**src/rtl/lsu_pkg.sv**
```systemverilog
// Shared definitions for the load/store writeback stage.
// Holds the funct3 size/sign codes, the stage state encoding and a helper
// that folds a funct3 code into an access size (undefined codes act as word).
package lsu_pkg;

  localparam logic [2:0] F3_B  = 3'b000;
  localparam logic [2:0] F3_H  = 3'b001;
  localparam logic [2:0] F3_W  = 3'b010;
  localparam logic [2:0] F3_BU = 3'b100;
  localparam logic [2:0] F3_HU = 3'b101;

  typedef enum logic [1:0] {
    ST_IDLE = 2'd0,
    ST_MEM  = 2'd1,
    ST_WB   = 2'd2
  } state_e;

  typedef enum logic [1:0] {
    SZ_B = 2'd0,
    SZ_H = 2'd1,
    SZ_W = 2'd2
  } size_e;

  // Signed and unsigned variants share a size; every other code is a word.
  function automatic size_e f3_size(input logic [2:0] f3);
    size_e sz;
    case (f3)
      F3_B, F3_BU: sz = SZ_B;
      F3_H, F3_HU: sz = SZ_H;
      default:     sz = SZ_W;
    endcase
    return sz;
  endfunction

endpackage

```
**src/rtl/lsu_align.sv**
```systemverilog
// Byte-lane logic for the load/store stage (purely combinational).
// Ports:
//   funct3   - access size/sign code
//   addr_lo  - low two address bits (byte offset inside the word)
//   sdata    - store data, right-aligned
//   rdata    - raw load word from the bus
//   be       - byte enables for the access
//   wdata    - store data replicated into every lane of its size
//   ldata    - extracted and sign/zero-extended load data
//   misalign - access is not naturally aligned for its size
module lsu_align
  import lsu_pkg::*;
(
  input  logic [2:0]  funct3,
  input  logic [1:0]  addr_lo,
  input  logic [31:0] sdata,
  input  logic [31:0] rdata,
  output logic [3:0]  be,
  output logic [31:0] wdata,
  output logic [31:0] ldata,
  output logic        misalign
);

  size_e       size;
  logic        sign_ext;
  logic [31:0] shifted;

  // Bring the addressed byte/half down to bit 0 so extraction is a plain
  // truncate plus extension. Replicating store data into all lanes gives the
  // same result as shifting it into the enabled lane.
  always_comb begin
    size     = f3_size(funct3);
    sign_ext = ~funct3[2];
    shifted  = rdata >> {addr_lo, 3'b000};
    be       = 4'b0000;
    wdata    = 32'h0;
    ldata    = 32'h0;
    misalign = 1'b0;
    case (size)
      SZ_B: begin
        be    = 4'b0001 << addr_lo;
        wdata = {4{sdata[7:0]}};
        ldata = {{24{sign_ext & shifted[7]}}, shifted[7:0]};
      end
      SZ_H: begin
        be       = 4'b0011 << addr_lo;
        wdata    = {2{sdata[15:0]}};
        ldata    = {{16{sign_ext & shifted[15]}}, shifted[15:0]};
        misalign = addr_lo[0];
      end
      default: begin
        // An aligned word has addr_lo == 0, so shifted equals rdata here.
        be       = 4'b1111;
        wdata    = sdata;
        ldata    = shifted;
        misalign = |addr_lo;
      end
    endcase
  end

endmodule

```
**src/rtl/lsu_wb_stage.sv**
```systemverilog
// Writeback / load-store stage: sole driver of the register file write port.
// ALU results are written one cycle after accept; aligned loads/stores run a
// req/ack bus transaction with a timeout, stalling execute meanwhile.
// Ports:
//   clk, rst_n                 - clock, async active-low reset
//   ex_valid/ex_ready          - handshake from execute
//   ex_rd, ex_result           - destination reg, ALU result / address
//   ex_is_load, ex_is_store    - op kind (both set means store)
//   ex_funct3, ex_sdata        - size/sign code, right-aligned store data
//   mem_req/we/addr/be/wdata   - registered bus request
//   mem_ack, mem_rdata         - bus completion strobe and load word
//   rf_waddr/wdata/we          - register file write port
//   misalign, bus_err          - single-cycle error pulses
module lsu_wb_stage
  import lsu_pkg::*;
#(
  parameter int TIMEOUT = 16,
  parameter int CNT_W   = 8
) (
  input  logic        clk,
  input  logic        rst_n,
  input  logic        ex_valid,
  output logic        ex_ready,
  input  logic [4:0]  ex_rd,
  input  logic [31:0] ex_result,
  input  logic        ex_is_load,
  input  logic        ex_is_store,
  input  logic [2:0]  ex_funct3,
  input  logic [31:0] ex_sdata,
  output logic        mem_req,
  output logic        mem_we,
  output logic [31:0] mem_addr,
  output logic [3:0]  mem_be,
  output logic [31:0] mem_wdata,
  input  logic        mem_ack,
  input  logic [31:0] mem_rdata,
  output logic [4:0]  rf_waddr,
  output logic [31:0] rf_wdata,
  output logic        rf_we,
  output logic        misalign,
  output logic        bus_err
);

  state_e      state_q, state_d;
  logic [CNT_W-1:0] cnt_q, cnt_d;
  logic [4:0]  rd_q, rd_d;
  logic [2:0]  f3_q, f3_d;
  logic [1:0]  addr_lo_q, addr_lo_d;
  logic        mem_req_q, mem_req_d;
  logic        mem_we_q, mem_we_d;
  logic [31:0] mem_addr_q, mem_addr_d;
  logic [3:0]  mem_be_q, mem_be_d;
  logic [31:0] mem_wdata_q, mem_wdata_d;
  logic [4:0]  rf_waddr_q, rf_waddr_d;
  logic [31:0] rf_wdata_q, rf_wdata_d;
  logic        rf_we_q, rf_we_d;
  logic        misalign_q, misalign_d;
  logic        bus_err_q, bus_err_d;

  logic        accept;
  logic        is_mem_op;
  logic [2:0]  al_f3;
  logic [1:0]  al_lo;
  logic [3:0]  al_be;
  logic [31:0] al_wdata;
  logic [31:0] al_ldata;
  logic        al_mis;

  assign ex_ready  = (state_q == ST_IDLE);
  assign accept    = ex_valid & ex_ready;
  assign is_mem_op = ex_is_load | ex_is_store;

  // One lane unit serves both phases: in IDLE it sizes the incoming op,
  // in MEM it extracts load data using the captured size and offset.
  assign al_f3 = (state_q == ST_IDLE) ? ex_funct3 : f3_q;
  assign al_lo = (state_q == ST_IDLE) ? ex_result[1:0] : addr_lo_q;

  lsu_align u_align (
    .funct3   (al_f3),
    .addr_lo  (al_lo),
    .sdata    (ex_sdata),
    .rdata    (mem_rdata),
    .be       (al_be),
    .wdata    (al_wdata),
    .ldata    (al_ldata),
    .misalign (al_mis)
  );

  // Next-state logic. Pulse outputs default low; everything else holds.
  // The timeout compares against TIMEOUT-1 because the abort happens on the
  // edge where the count would reach TIMEOUT, keeping mem_req up for exactly
  // TIMEOUT cycles. An ack in that last cycle is checked first and wins.
  always_comb begin
    state_d     = state_q;
    cnt_d       = cnt_q;
    rd_d        = rd_q;
    f3_d        = f3_q;
    addr_lo_d   = addr_lo_q;
    mem_req_d   = mem_req_q;
    mem_we_d    = mem_we_q;
    mem_addr_d  = mem_addr_q;
    mem_be_d    = mem_be_q;
    mem_wdata_d = mem_wdata_q;
    rf_waddr_d  = rf_waddr_q;
    rf_wdata_d  = rf_wdata_q;
    rf_we_d     = 1'b0;
    misalign_d  = 1'b0;
    bus_err_d   = 1'b0;

    case (state_q)
      ST_IDLE: begin
        if (accept) begin
          if (!is_mem_op) begin
            rf_we_d    = (ex_rd != 5'd0);
            rf_waddr_d = ex_rd;
            rf_wdata_d = ex_result;
          end else if (al_mis) begin
            misalign_d = 1'b1;
          end else begin
            state_d     = ST_MEM;
            cnt_d       = '0;
            rd_d        = ex_rd;
            f3_d        = ex_funct3;
            addr_lo_d   = ex_result[1:0];
            mem_req_d   = 1'b1;
            mem_we_d    = ex_is_store;
            mem_addr_d  = {ex_result[31:2], 2'b00};
            mem_be_d    = al_be;
            mem_wdata_d = al_wdata;
          end
        end
      end
      ST_MEM: begin
        if (mem_ack) begin
          mem_req_d = 1'b0;
          if (mem_we_q) begin
            state_d = ST_IDLE;
          end else begin
            state_d    = ST_WB;
            rf_we_d    = (rd_q != 5'd0);
            rf_waddr_d = rd_q;
            rf_wdata_d = al_ldata;
          end
        end else if (cnt_q == CNT_W'(TIMEOUT - 1)) begin
          mem_req_d = 1'b0;
          bus_err_d = 1'b1;
          state_d   = ST_IDLE;
        end else begin
          cnt_d = cnt_q + CNT_W'(1);
        end
      end
      ST_WB: begin
        state_d = ST_IDLE;
      end
      default: begin
        state_d = ST_IDLE;
      end
    endcase
  end

  // State and output registers; async reset abandons any access at once.
  always_ff @(posedge clk or negedge rst_n) begin
    if (!rst_n) begin
      state_q     <= ST_IDLE;
      cnt_q       <= '0;
      rd_q        <= 5'd0;
      f3_q        <= 3'd0;
      addr_lo_q   <= 2'd0;
      mem_req_q   <= 1'b0;
      mem_we_q    <= 1'b0;
      mem_addr_q  <= 32'h0;
      mem_be_q    <= 4'h0;
      mem_wdata_q <= 32'h0;
      rf_waddr_q  <= 5'd0;
      rf_wdata_q  <= 32'h0;
      rf_we_q     <= 1'b0;
      misalign_q  <= 1'b0;
      bus_err_q   <= 1'b0;
    end else begin
      state_q     <= state_d;
      cnt_q       <= cnt_d;
      rd_q        <= rd_d;
      f3_q        <= f3_d;
      addr_lo_q   <= addr_lo_d;
      mem_req_q   <= mem_req_d;
      mem_we_q    <= mem_we_d;
      mem_addr_q  <= mem_addr_d;
      mem_be_q    <= mem_be_d;
      mem_wdata_q <= mem_wdata_d;
      rf_waddr_q  <= rf_waddr_d;
      rf_wdata_q  <= rf_wdata_d;
      rf_we_q     <= rf_we_d;
      misalign_q  <= misalign_d;
      bus_err_q   <= bus_err_d;
    end
  end

  assign mem_req   = mem_req_q;
  assign mem_we    = mem_we_q;
  assign mem_addr  = mem_addr_q;
  assign mem_be    = mem_be_q;
  assign mem_wdata = mem_wdata_q;
  assign rf_waddr  = rf_waddr_q;
  assign rf_wdata  = rf_wdata_q;
  assign rf_we     = rf_we_q;
  assign misalign  = misalign_q;
  assign bus_err   = bus_err_q;

endmodule

```
**config.mk**
```make
export PLATFORM = sky130hd
export DESIGN_NAME = lsu_wb_stage
export DESIGN_NICKNAME = d
export VERILOG_FILES = /design/src/rtl/lsu_pkg.sv /design/src/rtl/lsu_align.sv /design/src/rtl/lsu_wb_stage.sv
export SDC_FILE = /design/constraint.sdc
export NUM_CORES = 1
export LEC_CHECK = 0
export BUFFER_PORTS_ARGS = -buffer_cell sky130_fd_sc_hd__buf_2
export CELL_PAD_IN_SITES_DETAIL_PLACEMENT = 2
export CELL_PAD_IN_SITES_GLOBAL_PLACEMENT = 2
export CORE_MARGIN = 1
export CORE_UTILIZATION = 32
export CTS_CLUSTER_DIAMETER = 200
export DETAILED_ROUTE_END_ITERATION = 16
export PLACE_DENSITY_LB_ADDON = 0.1
export SYNTH_ARGS = -nofsm -noshare
export SYNTH_HDL_FRONTEND = slang
export SYNTH_SLANG_ARGS = --single-unit
```
**constraint.sdc**
```tcl
create_clock -name clk -period 4.1 [get_ports clk]
set_input_delay 0.41 -clock clk [delete_from_list [all_inputs] [get_ports clk]]
set_output_delay 0.41 -clock clk [all_outputs]
set_load 0.02 [all_outputs]
```
==> results.cfg, run 1 <==
[status]
status = finished, final reports clean

[drt]
wire_per_inst_um = 21.2
dr.first_iter.drc_count = 230
wl_um = 25000
vias = 6218
drc = 0
vias_per_cell = 5.26
ant_nets = 0
first_pass_iters = 4

[setup_path]
startpoint_type = flip-flop
crit_path_max_incr_delay_ps = 900
cp.required_ps = 4450
path_common_cell = nand2_1
timing.rr.start = state_q[0]
critPathLaunch = state_q[0]
worstPathCellList = or2_1 -> o2111ai_1 -> a21o_2 -> buf_12 -> nand2_1 -> nand2_1
criticalPathCategory = reg -> reg
critPathSlowestCell = a21o_2
cp_max_fo = 48
endpoint_kind = flip-flop
worst_ep_arrival_time_ps = 3330

[clock_network]
clock-sinks = 128
cts_buffers = 17
cts_setup_buffers = 0
clk_latency_ps = 430
cts_tree = built
clockBufferDepth = 2
htree_levels = 4
cts-root-buf = clkbuf_16
path_clk_slew_ps = 60
post_cts_resized = 0
ctsHoldBuffers = 0

[hold_path]
min_path_type = in -> async

[finish]
drive_gt1_share_pct = 31.9
mostFrequentLayoutCell = buf_2
multiInputGateArea_um2 = 3000
fin_nets = 1012
fin_util_pct = 42.7
layout_common_cells = buf_2, nand2_1, dfrtp_1
seq_area_um2 = 3200
n_fill_cell = 2241
area_delta_synth_final_pct = 29.5

[power]
powerDensity_nw_per_um2 = 869
leakage_nw = 4.22
ir_drop_mv = 0.330

[sta]
hold_violations = 0
worst_slack_ps = 1120
min_period_ps = 2980
setup_viol = 0
period_share_pct = 72.6
rsz0062_at_grt = no
relSlewSlack_pct = 26.7
hold_ws_ps = 77.4
fmax_mhz = 336
slew_violations = 0
fin_worst_skew_ps = 9.10
tns_ps = 0
worst_pin_slew_ps = 1080

[flow_run]
maxCapViolations = 0

[yosys]
synth_fa_ha_area_share_pct = 0.193
synthXorXnorAreaFrac_pct = 0
avgSynthCellArea_um2 = 9.22
muxShareOfSynthArea_pct = 9.01
synthCells = 703
synth-edff-count = 0
synth_top_family_by_area = simple AND/OR/NAND/NOR gates
yosysUniqueCellTypes = 57
synth_area_um2 = 6480
async_flop_share_pct = 100
yosysWarnings = 0
synthFlopType = dfrtp_1
synth_compound_area_share_pct = 15.9
ys_seq_elements = 128
seq_area_frac_synth_pct = 49.4
yosys.area_share.simple_pct = 20.8

[grt]
overflow = 0
grt_max_degree = 97
grt_pass1_wl_um = 38500
gr-usage-all-layers_pct = 24.7
grt_pass1_vias = 6839
antenna_found_initial = 4

[floorplan]
rows = 51
die_w_um = 144
die_h_um = 144
fp.coreArea_um2 = 19700
die_area_um2 = 20800
ios = 221
start_util_pct = 33.0

[placed_design]
place.gp.congestion = 0.822
dp_hpwl_um = 18300
pre_cts_ws_ps = 1130
io_buffers = 218
-- through the flow --
| stage | total power, W | std cells | cell area [um^2] |
|---|---|---|---|
| finish | 0.00729 | 1182 | 8390 |
| detailed placement | 0.00569 | 1147 | 7750 |
| global placement | 0.00549 | 1147 | 7750 |
| global route | 0.00775 | 1182 | 8390 |
| CTS | 0.00739 | 1178 | 8380 |
| floorplan | 0.00446 | 704 | 6490 |
-- synthesized netlist by cell type, types with 5 or more instances --
| master | number | share of area [%] |
|---|---|---|
| a21o_1 | 11 | 1.3 |
| or3_1 | 27 | 2.6 |
| nor2_1 | 33 | 1.9 |
| nand2_1 | 209 | 12 |
| mux2_2 | 10 | 1.7 |
| o211ai_1 | 11 | 1.3 |
| dfrtp_1 | 128 | 49 |
| clkbuf_1 | 23 | 1.3 |
| o31ai_1 | 16 | 1.9 |
| buf_4 | 6 | 0.69 |
| a221oi_1 | 5 | 0.68 |
| a31oi_1 | 31 | 3.0 |
| a21oi_1 | 13 | 1.0 |
| inv_1 | 6 | 0.35 |
| mux2i_1 | 30 | 4.6 |
| nand3_1 | 17 | 1.3 |
| a22oi_1 | 5 | 0.58 |
| mux2_4 | 9 | 2.1 |
| buf_6 | 5 | 0.87 |
| o21ai_0 | 31 | 2.4 |
| a211oi_1 | 11 | 1.3 |
| buf_2 | 14 | 1.1 |
-- critical path: cells and delay by family (launching register included) --
family	cells	cell delay, ps
DFF	1	530
and+or+nand+nor	3	650
AOI/OAI and AO/OA	2	1410
buffers and inverters	1	280
-- routing by layer --
layer	routed length [um]	vias to the layer above	global-route usage [%]
met1	10800	3146	30.6
met5	0	-	0
met3	1030	38	4.54
met2	12600	181	42.5
met4	568	0	9.31
li1	-	2853	-
-- logic make-up after synthesis --
group | after synthesis
fa+ha+maj | 1
mux | 51
flops | 128
other cells | 1
compound gates | 152
buf+inv | 58
simple gates | 312
-- cell type report --
type	instances	share of cell area, %
Antenna cell	4	0.119
Clock buffer	21	5.60
Clock inverter	10	1.89
Inverter	8	0.388
Multi-Input combinational cell	518	35.8
Sequential cell	128	38.2
Tap cell	265	3.95
Timing Repair Buffer	228	14.1
-- worst paths after layout --
kind | endpoint | slack [ps] | cells past startpoint
worst max-delay path | rd_q[0] | 1120 | 6
worst min-delay path | mem_wdata[20] | 80 | 1
min in group clk | mem_addr[21] | 190 | 3
max in group asynchronous | mem_addr[14] | 3000 | 2
worst min register to register | mem_addr[8] | 470 | 2
worst max register to register | rd_q[0] | 1120 | 6
-- sequential cells by signal, summed over array words and instances (netlist names) --
register,count
mem_wdata,32
rf_wdata,32
mem_addr,30
cnt_q,8
rd_q,5
rf_waddr,5
mem_be,4
f3_q,3
addr_lo_q,2
state_q,2
bus_err,1
mem_req,1
mem_we,1
misalign,1
rf_we,1
-- where the power goes --
group          switching (W)  internal [W]
clock network       0.000582       0.00106
registers           0.000381       0.00184
logic                0.00226       0.00117
total                0.00322       0.00408
Power figures use the tool's default switching activity.
==> run 2: changes to the inputs <==
--- a/config.mk
+++ b/config.mk
@@ -5,11 +5,12 @@
 export SDC_FILE = /design/constraint.sdc
 export NUM_CORES = 1
 export LEC_CHECK = 0
+export ABC_AREA = 1
 export BUFFER_PORTS_ARGS = -buffer_cell sky130_fd_sc_hd__buf_2
 export CELL_PAD_IN_SITES_DETAIL_PLACEMENT = 2
 export CELL_PAD_IN_SITES_GLOBAL_PLACEMENT = 2
 export CORE_MARGIN = 1
-export CORE_UTILIZATION = 32
+export CORE_UTILIZATION = 27
 export CTS_CLUSTER_DIAMETER = 200
 export DETAILED_ROUTE_END_ITERATION = 16
 export PLACE_DENSITY_LB_ADDON = 0.1
==> constraint.sdc (replaced) <==
create_clock -name clk -period 3.05 [get_ports clk]
set_input_delay 0.305 -clock clk [delete_from_list [all_inputs] [get_ports clk]]
set_output_delay 0.305 -clock clk [all_outputs]
set_load 0.02 [all_outputs]
==> run 2 against run 1 <==
  * Utilization shrank 7.1 points
  * Die area increased by 22%
  * Non-clock buffer count up 5
  * Via count up 9.6%
  * Clock-buffer cell count decreased by 2
  * Critical path depth increased by 4
  * Synthesized cell count rose by 32%
  * Largest power group unchanged
  * Highest routed layer unchanged
==> results.cfg, run 2 <==
[floorplan]
fp.coreArea_um2 = 24300
ios = 221
start_util_pct = 27.5
die_w_um = 159
die_h_um = 159
die_area_um2 = 25400
rows = 57

[clock_network]
post_cts_resized = 0
cts_setup_buffers = 0
cts_tree = built
clock-sinks = 128
cts_buffers = 17
htree_levels = 4
clockBufferDepth = 2
path_clk_slew_ps = 60
clk_latency_ps = 420
cts-root-buf = clkbuf_16
ctsHoldBuffers = 1

[drt]
ant_nets = 0
wl_um = 25800
vias_per_cell = 4.66
wire_per_inst_um = 17.6
drc = 0
vias = 6816
first_pass_iters = 4
dr.first_iter.drc_count = 347

[sta]
setup_viol = 0
worst_pin_slew_ps = 925
hold_ws_ps = 102
fmax_mhz = 375
worst_slack_ps = 383
slew_violations = 0
tns_ps = 0
fin_worst_skew_ps = 9.15
rsz0062_at_grt = no
period_share_pct = 87.4
min_period_ps = 2670
relSlewSlack_pct = 38.1
hold_violations = 0

[placed_design]
io_buffers = 218
place.gp.congestion = 0.792
dp_hpwl_um = 19000
pre_cts_ws_ps = 419
placed_cells = 1431

[grt]
grt_pass1_vias = 7280
use_met2_pct = 34.3
gr-usage-all-layers_pct = 21.0
grt_max_degree = 71
overflow = 0
busiest_layer = met2
grt_pass1_wl_um = 41600
use_met3_pct = 3.39
use_met1_pct = 28.8
antenna_found_initial = 0

[setup_path]
crit_end = rf_wdata[18]
timing.rr.start = state_q[1]
r2r.worst_path.cells = 10
worst_ep_arrival_time_ps = 3020
startpoint_type = flip-flop
endpoint_kind = flip-flop
critPathLaunch = state_q[1]
criticalPathCategory = reg -> reg
r2r_end = rf_wdata[18]
cp.required_ps = 3400
cp_max_fo = 18
reg2reg_slack_ps = 380

[yosys]
synthXorXnorAreaFrac_pct = 0.525
netlist.area_leader.share_pct = 48.0
synth_top_family_by_area = simple AND/OR/NAND/NOR gates
avgSynthCellArea_um2 = 7.20
synthCells = 927
ys_seq_elements = 128
yosys.area_share.simple_pct = 32.1
yosysUniqueCellTypes = 31
ys_top_cells_by_count = nand2_1, dfrtp_1, nand3_1
async_flop_share_pct = 100
synth_area_leaders = dfrtp_1, nand2_1, nand3_1
synth.most_common_cell = nand2_1
synth-edff-count = 0
muxShareOfSynthArea_pct = 0
synth_fa_ha_area_share_pct = 0.187
yosysTopAreaCell = dfrtp_1
synthFlopType = dfrtp_1
seq_area_frac_synth_pct = 48.0
yosysWarnings = 0
synth_area_um2 = 6680
synth_compound_area_share_pct = 11.2

[flow_run]
maxCapViolations = 0

[power]
power_frac_clock_pct = 20.7
powerDensity_nw_per_um2 = 1180
p_int_w = 0.00530
p_seq_share_pct = 28.1
leakage_nw = 4.75
ir_drop_mv = 0.335
combPwrFrac_pct = 51.2
switchingPower_w = 0.00494
swShare_pct = 48.2

[finish]
drive_gt1_share_pct = 25.2
n_fill_cell = 2940
fin_util_pct = 35.6
fin_nets = 1238
fin_cells = 1464
layout_common_cells = nand2_1, buf_2, dfrtp_1
mostFrequentLayoutCell = nand2_1
antenna_cells = 0
area_delta_synth_final_pct = 29.6

[status]
status = finished, final reports clean

[hold_path]
min_path_type = in -> reg
run 2: worst min path at each step:
stage / endpoint / startpoint / cells after the start / slack (ps)
finish: mem_addr[9] / ex_result[9] / 3 / 100
global route: mem_addr[8] / ex_result[8] / 3 / 100
CTS: mem_addr[9] / ex_result[9] / 3 / 90
detailed placement: mem_wdata[11] / rst_n / 1 / 380
global placement: mem_wdata[21] / rst_n / 1 / 380
floorplan: addr_lo_q[0] / rst_n / 0 / 9
run 2: area by class of cell:
class	instances	area (um^2)	area share [%]
Clock buffer	19	443	5.12
Clock inverter	13	164	1.89
Inverter	65	244	2.82
Multi-Input combinational cell	682	2960	34.2
Sequential cell	128	3200	37.0
Tap cell	324	405	4.68
Timing Repair Buffer	233	1240	14.3
run 2: power groups by stage:
stage | combinational, W | clock, W | sequential (W)
floorplan | 0.00268 | 0 | 0.00368
global placement | 0.00523 | 0 | 0.00288
global route | 0.00585 | 0.00225 | 0.00298
finish | 0.00524 | 0.00213 | 0.00288
CTS | 0.00535 | 0.00219 | 0.00289
detailed placement | 0.00531 | 0 | 0.00290
run 2: cells by family (layout without fill, tap and decap cells):
logic type      count (synthesis)  in the layout
buf+inv                       118            330
other cells                     1              2
xor+xnor                        4              4
compound gates                144            144
flops                         128            128
fa+ha+maj                       1              1
simple gates                  531            531
run 2: worst max-delay path, stage by stage, from the launching register on:
cell     delay (ps)
dfrtp_1         440
nor2_4          340
nand2_2         320
nand2_2         310
buf_4           250
nand2_1         100
nand2_1         110
nand3_2         350
nand3_1         220
nand2_1          70
nand2_1          70
run 2: metrics by stage:
step	total power, W	cell area (um^2)
4_1_cts	0.0104	8650
6_report	0.0102	8650
2_1_floorplan	0.00636	6680
5_1_grt	0.0111	8650
3_5_place_dp	0.00821	8040
3_3_place_gp	0.00811	8040
run 2: layer usage:
| metal | vias to the layer above | wire length, um |
|---|---|---|
| li1 | 3325 | - |
| met1 | 3323 | 12500 |
| met2 | 153 | 12100 |
| met3 | 15 | 975 |
| met4 | 0 | 223 |
| met5 | - | 0 |
